--- src/rtl/mips_mc_control.sv ---
// mips_mc_control
//   Multi-cycle main control FSM for a 32-bit MIPS datapath. Each instruction
//   is sequenced over several cycles that share one ALU and one memory port.
//   The block drives the datapath select and strobe lines and the
//   immediate-generator mode. It stalls while memory inserts wait states.
//   It traps on an undefined opcode or on a memory wait that runs too long.
//
//   Parameters
//     STALL_TIMEOUT  longest mem_ready wait in FETCH/MEMRD/MEMWR before the
//                    bus error trap; 0 disables the timeout
//     CNT_W          width of the wait-cycle counter (must hold STALL_TIMEOUT)
//
//   Ports
//     clk, rst_n        clock (rising edge), asynchronous active-low reset
//     opcode            instr[31:26] from the instruction register
//     mem_ready         memory finishes the current access this cycle
//     pc_write          unconditional PC load
//     pc_write_cond     PC load if ALU zero
//     pc_write_ne       PC load if ALU not zero
//     iord              memory address: 0 = PC, 1 = ALUOut
//     mem_read          memory read strobe
//     mem_write         memory write strobe
//     ir_write          instruction register load
//     reg_dst           register destination: 0 = rt, 1 = rd
//     mem_to_reg        register write data: 0 = ALUOut, 1 = MDR
//     reg_write         register file write strobe
//     alu_src_a         ALU A operand: 0 = PC, 1 = regA
//     alu_src_b         ALU B operand: regB / 4 / ImmExt / ImmExt<<2
//     alu_op            ALU operation: add / sub / funct / slt
//     pc_src            next PC source: ALU / ALUOut / jump target
//     imm_sel           immediate mode: sign-ext / upper / zero-ext
//     retire            pulses in the last cycle of a completed instruction
//     illegal_op        sticky flag for an undefined opcode
//     bus_err           sticky flag for a mem_ready timeout
//     state_o           current state encoding, for debug
module mips_mc_control #(
    parameter int STALL_TIMEOUT = 255,
    parameter int CNT_W         = 8
) (
    input  logic       clk,
    input  logic       rst_n,
    input  logic [5:0] opcode,
    input  logic       mem_ready,
    output logic       pc_write,
    output logic       pc_write_cond,
    output logic       pc_write_ne,
    output logic       iord,
    output logic       mem_read,
    output logic       mem_write,
    output logic       ir_write,
    output logic       reg_dst,
    output logic       mem_to_reg,
    output logic       reg_write,
    output logic       alu_src_a,
    output logic [1:0] alu_src_b,
    output logic [1:0] alu_op,
    output logic [1:0] pc_src,
    output logic [1:0] imm_sel,
    output logic       retire,
    output logic       illegal_op,
    output logic       bus_err,
    output logic [3:0] state_o
);

    typedef enum logic [3:0] {
        S_IDLE   = 4'd0,
        S_FETCH  = 4'd1,
        S_DECODE = 4'd2,
        S_MEMADR = 4'd3,
        S_MEMRD  = 4'd4,
        S_MEMWB  = 4'd5,
        S_MEMWR  = 4'd6,
        S_REX    = 4'd7,
        S_RWB    = 4'd8,
        S_BRANCH = 4'd9,
        S_IEX    = 4'd10,
        S_IWB    = 4'd11,
        S_JUMP   = 4'd12,
        S_TRAP   = 4'd13
    } state_t;

    localparam logic [5:0] OP_RTYPE = 6'b000000;
    localparam logic [5:0] OP_J     = 6'b000010;
    localparam logic [5:0] OP_BEQ   = 6'b000100;
    localparam logic [5:0] OP_BNE   = 6'b000101;
    localparam logic [5:0] OP_ADDI  = 6'b001000;
    localparam logic [5:0] OP_SLTI  = 6'b001010;
    localparam logic [5:0] OP_LUI   = 6'b001111;
    localparam logic [5:0] OP_LW    = 6'b100011;
    localparam logic [5:0] OP_SW    = 6'b101011;

    localparam bit             TIMEOUT_EN   = (STALL_TIMEOUT != 0);
    localparam logic [CNT_W-1:0] TIMEOUT_LAST =
        CNT_W'((STALL_TIMEOUT == 0) ? 0 : STALL_TIMEOUT - 1);

    state_t           state_reg;
    logic [CNT_W-1:0] wait_cnt_reg;
    logic             illegal_op_reg;
    logic             bus_err_reg;
    logic             wait_state;
    logic             timeout_hit;

    assign wait_state  = (state_reg == S_FETCH) || (state_reg == S_MEMRD) ||
                         (state_reg == S_MEMWR);
    // Trap is taken in the last permitted waiting cycle. A mem_ready in that
    // same cycle wins, so an access that completes just in time is not lost.
    assign timeout_hit = TIMEOUT_EN && !mem_ready && (wait_cnt_reg == TIMEOUT_LAST);

    always_ff @(posedge clk or negedge rst_n) begin
        if (!rst_n) begin
            state_reg      <= S_IDLE;
            wait_cnt_reg   <= '0;
            illegal_op_reg <= 1'b0;
            bus_err_reg    <= 1'b0;
        end else begin
            // The counter runs only while stalled in a wait state. It reads
            // zero on every entry because all other cycles clear it.
            if (wait_state && !mem_ready)
                wait_cnt_reg <= wait_cnt_reg + CNT_W'(1);
            else
                wait_cnt_reg <= '0;

            if (wait_state && timeout_hit) begin
                state_reg   <= S_TRAP;
                bus_err_reg <= 1'b1;
            end else begin
                case (state_reg)
                    S_IDLE:   state_reg <= S_FETCH;
                    S_FETCH:  if (mem_ready) state_reg <= S_DECODE;
                    S_DECODE: begin
                        case (opcode)
                            OP_LW, OP_SW:              state_reg <= S_MEMADR;
                            OP_RTYPE:                  state_reg <= S_REX;
                            OP_BEQ, OP_BNE:            state_reg <= S_BRANCH;
                            OP_ADDI, OP_SLTI, OP_LUI:  state_reg <= S_IEX;
                            OP_J:                      state_reg <= S_JUMP;
                            default: begin
                                state_reg      <= S_TRAP;
                                illegal_op_reg <= 1'b1;
                            end
                        endcase
                    end
                    S_MEMADR: state_reg <= (opcode == OP_SW) ? S_MEMWR : S_MEMRD;
                    S_MEMRD:  if (mem_ready) state_reg <= S_MEMWB;
                    S_MEMWB:  state_reg <= S_FETCH;
                    S_MEMWR:  if (mem_ready) state_reg <= S_FETCH;
                    S_REX:    state_reg <= S_RWB;
                    S_RWB:    state_reg <= S_FETCH;
                    S_BRANCH: state_reg <= S_FETCH;
                    S_IEX:    state_reg <= S_IWB;
                    S_IWB:    state_reg <= S_FETCH;
                    S_JUMP:   state_reg <= S_FETCH;
                    S_TRAP:   state_reg <= S_TRAP;
                    default:  state_reg <= S_IDLE;
                endcase
            end
        end
    end

    // The outputs are decoded from the registered state. Because reset clears
    // the state asynchronously, the strobes also drop as soon as rst_n falls.
    // The only input terms are mem_ready, for the handshake strobes, and
    // opcode, for the branch flavour and the immediate flavour.
    always_comb begin
        pc_write      = 1'b0;
        pc_write_cond = 1'b0;
        pc_write_ne   = 1'b0;
        iord          = 1'b0;
        mem_read      = 1'b0;
        mem_write     = 1'b0;
        ir_write      = 1'b0;
        reg_dst       = 1'b0;
        mem_to_reg    = 1'b0;
        reg_write     = 1'b0;
        alu_src_a     = 1'b0;
        alu_src_b     = 2'b00;
        alu_op        = 2'b00;
        pc_src        = 2'b00;
        imm_sel       = 2'b00;
        retire        = 1'b0;
        case (state_reg)
            S_FETCH: begin
                mem_read  = 1'b1;
                alu_src_b = 2'b01;
                pc_write  = mem_ready;
                ir_write  = mem_ready;
            end
            S_DECODE: alu_src_b = 2'b11;
            S_MEMADR: begin
                alu_src_a = 1'b1;
                alu_src_b = 2'b10;
            end
            S_MEMRD: begin
                iord     = 1'b1;
                mem_read = 1'b1;
            end
            S_MEMWB: begin
                mem_to_reg = 1'b1;
                reg_write  = 1'b1;
                retire     = 1'b1;
            end
            S_MEMWR: begin
                iord      = 1'b1;
                mem_write = 1'b1;
                retire    = mem_ready;
            end
            S_REX: begin
                alu_src_a = 1'b1;
                alu_op    = 2'b10;
            end
            S_RWB: begin
                reg_dst   = 1'b1;
                reg_write = 1'b1;
                retire    = 1'b1;
            end
            S_BRANCH: begin
                alu_src_a     = 1'b1;
                alu_op        = 2'b01;
                pc_src        = 2'b01;
                pc_write_cond = (opcode == OP_BEQ);
                pc_write_ne   = (opcode == OP_BNE);
                retire        = 1'b1;
            end
            S_IEX: begin
                alu_src_a = 1'b1;
                alu_src_b = 2'b10;
                alu_op    = (opcode == OP_SLTI) ? 2'b11 : 2'b00;
                imm_sel   = (opcode == OP_LUI) ? 2'b01 : 2'b00;
            end
            S_IWB: begin
                reg_write = 1'b1;
                retire    = 1'b1;
            end
            S_JUMP: begin
                pc_write = 1'b1;
                pc_src   = 2'b10;
                retire   = 1'b1;
            end
            default: ;
        endcase
    end

    assign illegal_op = illegal_op_reg;
    assign bus_err    = bus_err_reg;
    assign state_o    = state_reg;

endmodule

--- config.mk ---
export PLATFORM = sky130hd
export DESIGN_NAME = mips_mc_control
export DESIGN_NICKNAME = d
export VERILOG_FILES = /design/src/rtl/mips_mc_control.sv
export SDC_FILE = /design/constraint.sdc
export NUM_CORES = 1
export LEC_CHECK = 0
export ABC_AREA = 0
export CAP_MARGIN = 10
export CORE_UTILIZATION = 50
export CTS_CLUSTER_SIZE = 20
export DETAILED_ROUTE_END_ITERATION = 10
export GPL_ROUTABILITY_DRIVEN = 0
export PLACE_DENSITY = 0.91
export SLEW_MARGIN = 20
export SYNTH_ARGS = -nofsm -noshare
export SYNTH_HDL_FRONTEND = slang
export SYNTH_SLANG_ARGS = --single-unit
--- constraint.sdc ---
create_clock -name clk -period 7.78 [get_ports clk]
set_input_delay 1.945 -clock clk [delete_from_list [all_inputs] [get_ports clk]]
set_output_delay 1.945 -clock clk [all_outputs]
set_load 0.02 [all_outputs]
* After elaboration in Yosys (flattened, before gate mapping) *
Cells that the tools add are included.

storage, ports and cells
  memories = 0
  input bits = 9
  memory bits (writable) = 0
  output and inout port bits = 26
  word-level logic and storage cells = 79
  bits in latches = 0
  memory bits (read-only) = 0
  flip-flop bits (word level) = 14

cells by class
  $mul = 0
  bitwise logic cells = 2
  shift-type cells = 0
  equal/unequal tests = 25
  div/mod/pow operators = 0
  $lt $le $gt $ge = 0
  add/sub/neg operators = 1
  reductions and logical operators = 21
  mux-type cells = 26

operator list
  kind                                                                   count
  4-bit case mux with 9 select lines                                     1
  4-bit equality test, second input constant                             6
  4-bit case mux with 5 select lines                                     1
  6-bit by 4-bit equality test with 1-bit output, second input constant  3
  4-bit by 3-bit equality test with 1-bit output, second input constant  4
  4-bit 2-to-1 mux                                                       4
  6-bit by 3-bit equality test with 1-bit output, second input constant  2
  6-bit equality test, second input constant                             2
  1-bit 2-to-1 mux                                                       12
  2-bit case mux with 3 select lines                                     2
  2-bit OR reduction                                                     5
  3-bit by 2-bit != test with 1-bit output, second input constant        3
  9-bit OR reduction                                                     1
  8-bit by 1-bit adder with 8-bit output, second input constant          1
  4-bit by 2-bit equality test with 1-bit output, second input constant  2
  8-bit equality test, second input constant                             1
  8-bit 2-to-1 mux                                                       1
  6-bit by 2-bit equality test with 1-bit output, second input constant  1
  6-bit logical NOT                                                      1
  3-bit AND reduction                                                    2
  3-bit OR reduction                                                     2
  6-bit OR reduction                                                     1
  5-bit OR reduction                                                     1
  4-bit by 1-bit equality test with 1-bit output, second input constant  1
  9 further kinds                                                        15

* Longest topological paths before layout *
  depth in word-level cells = 6
  gate-level depth with buffers = 6
  depth with buffers taken out = 5

* Worst setup path before layout *
Ideal clock, no wire load.

  kind = in2out
  from = in opcode[2]
  to = out alu_op[1]
  path buffers = 1
  slack = 2.319 ns
  required time = 5.835 ns
  stages = 5
  arrival = 3.516 ns
  cell sequence = buf_2 > or4_4 > or2_0 > or3_1 > a21oi_1

on the way
  cells in the longest elaborated chain, start to end = 3

ends and longest elaborated chain
  element                                         line  RTL
  from (decl)                                     42    input logic [5:0] opcode,
  6-bit by 4-bit equality test with 1-bit output  227   alu_op = (opcode == OP_SLTI) ? 2'b11 : 2'b00;
  2-bit 2-to-1 mux                                227
  2-bit case mux with 3 select lines              181   case (state_reg)
  to (decl)                                       56    output logic [1:0] alu_op,

No other way between the ends.

* Worst setup path in the final report *
  from = in opcode[0]
  to = out alu_op[1]

Same word-level chain as after synthesis.

==> metrics.cfg <==
[sta]
fin_crit_ns=6.37
period_share_pct=81.8
slew-limit-headroom_pct=46.0
whs_ns=0.477
worst_slew_pin_slew_ns=0.805
maxSlewViolCount=0
fin_ws_ns=1.41
finalSetupTns_ns=0
hold_violations=0
fmax_ghz=0.157
setup_viol=0
finClkSkew_ns=0.00221
rsz0062_at_grt=false

[yosys]
synth_edf_count=0
syn_inst=151
ys_ff_latch=14
ys_warn_count=0
syn_nets=162
ys_seq_area_share_pct=30.0
yosys.area.top_type=dfrtp_1
ys_async_sr_fraction_pct=100
synthTopCellsByArea=dfrtp_1 30%, nor2_1 6.4%, xor2_1 4.5%
syn_area_per_cell_um2=7.72
synth_xor_xnor_area_share_pct=6.01
synth_mux_area_share_pct=0.858
synth_top_area_share_pct=30.0
yosysMostFrequentCell=nor2_1
synth_common_cells=20 x nor2_1, 14 x dfrtp_1, 13 x nand2_1
post_synth_fa_ha_maj_area_fraction_pct=2.15
synth_area_um2=1170
ys.flop_type=dfrtp_1
synth-simple-area-share_pct=39.1
synth-compound-area-share_pct=15.0
synth_top_family_by_area=simple AND/OR/NAND/NOR gates
synth.distinct_cells=47

[status]
status=complete, no violations

[clocking]
clock-sinks=14
cts_resized=0
clkTransAtPathRegs_ns=0.08
h-tree-depth=1
holdBufCountCts=0
clockBufferDepth=2
cts_buffers=3
cts_tree=done
post_cts_buffers=0
cts-root-buf=clkbuf_4
clock_latency_ns=0.27

[power]
powerDensity_nw_per_um2=313
p_total_mw=0.467
p_leak_nw=0.596
swShare_pct=48.5
sequentialPowerShare_pct=29.5
internal_power_mw=0.240
power_frac_comb_pct=62.0
ir_worst_vdd_v=0.000194
p_clk_share_pct=8.5
switching_power_mw=0.227

[detailed_routing]
drt_wl_total_um=2790
dr.pass1.iters=4
vias=1185
wire_per_inst_um=13.8
antenna_left=0
drt_iter0_markers=40
drc_errors=0
viasPerCell=5.87

[final_layout]
stdcell_area_um2=1490
n_antenna_cell=0
drive_above_1_share_pct=5.17
stdcell_count=202
largest_register_ffs=8
synthToLayoutAreaGrowth_pct=28.0
final_nets=187
post-route-util_pct=67.5

[setup_path]
crit_family=buffers and inverters
crit_chain=clkdlybuf4s50_1, or4_4, or2_0, or3_1, a21oi_1, clkdlybuf4s50_1
cp-start-kind=primary input
critPathSlowestCell=clkdlybuf4s50_1
cp.required_ns=5.84
crit_fanout=10
end_kind=primary output
cp_common_cell=clkdlybuf4s50_1
slowest_delay_ns=0.61
setup.worst_path.class=in2out
cp.arrival_ns=4.42
critPathBufInv=2

[placement]
numPortBuffers=33
dp.cells=199
place_area_um2=1470
dpl.hpwl_um=2110
place_ws_ns=1.40

[run]
maxCapViolations=0

[floorplan]
top_level_ports=35
die_w_um=50.3
core-area_um2=2210
die_h_um=50.3
initial_core_util_pct=52.7
fp-row-count=17
dieArea_um2=2530

[global_routing]
grt-busiest-layer=met2
grt_pass1_wl_um=4460
use_met1_pct=28.9
grtUsageMet3_pct=3.64
met2_usage_pct=40.4
antenna_found_initial=0
overflow=0
grt_max_degree=23
grt.total_usage_pct=22.9
grt_pass1_vias=1014

[hold_path]
hold_path_class=reg2reg

cell usage in the layout, fill, tap and decap left out, drive strengths merged, types with 2 or more instances in the layout:
master	Yosys	routed
nand2	13	13
o21ai	5	5
xor2	6	6
o211ai	2	2
clkdlybuf4s50	0	33
nor2	20	20
or2	4	4
and2	2	2
nor4	7	7
ha	2	2
dfrtp	14	14
nor3	5	5
and4	4	4
nand4	2	2
a32oi	2	2
o31ai	2	2
nor3b	3	3
or3	3	3
inv	4	4
nand2b	7	7
nand4b	2	2
xnor2	2	2
a21oi	3	3
clkbuf	10	3
nand3	3	3
nor2b	4	4
cells by family (layout without fill, tap and decap cells):
| logic type | count (synthesis) | count (layout) |
|---|---|---|
| flops | 14 | 14 |
| fa+ha+maj | 2 | 2 |
| xor+xnor | 8 | 8 |
| simple gates | 83 | 83 |
| other cells | 1 | 1 |
| compound gates | 25 | 25 |
| buf+inv | 17 | 40 |
| mux | 1 | 1 |
layer usage:
metal / share of wire (%) / routed length, um
met1: 43 / 1190
met2: 52 / 1460
met3: 4.9 / 136
met4: 0.25 / 7
met5: 0 / 0
worst register-to-register path, cell delays in order, from the launching register on:
cell,delay (ns)
dfrtp_1,0.73
nor2b_1,0.13
o21ai_1,0.67
nor3_1,0.24
or3_1,0.42
power groups by stage:
stage / sequential [mW] / clock (mW) / combinational [mW]
6_report: 0.138 / 0.0399 / 0.289
5_1_grt: 0.143 / 0.0444 / 0.311
4_1_cts: 0.137 / 0.0406 / 0.290
3_5_place_dp: 0.138 / 0 / 0.289
3_3_place_gp: 0.138 / 0 / 0.284
2_1_floorplan: 0.118 / 0 / 0.193
area by class of cell:
cell class	instances	area, um2
Sequential cell	14	350
Clock buffer	3	22.5
Inverter	4	15.0
Timing Repair Buffer	33	330
Tap cell	28	35.0
Multi-Input combinational cell	120	739
Fill cell	200	719
final timing paths:
check | cells after the start | endpoint | startpoint | slack [ns]
worst max register to register | 4 | state_o[0]$_DFFE_PN0P_ | state_o[0]$_DFFE_PN0P_ | 5.47
max in group asynchronous | 1 | state_o[2]$_DFFE_PN0P_ | rst_n | 5.34
worst min-delay path | 1 | bus_err$_DFFE_PN0P_ | bus_err$_DFFE_PN0P_ | 0.48
worst min register to register | 1 | bus_err$_DFFE_PN0P_ | bus_err$_DFFE_PN0P_ | 0.48
worst max-delay path | 6 | alu_op[1] | opcode[0] | 1.41
min in group asynchronous | 1 | state_o[1]$_DFFE_PN0P_ | rst_n | 2.05
Power figures use the tool's default switching activity.
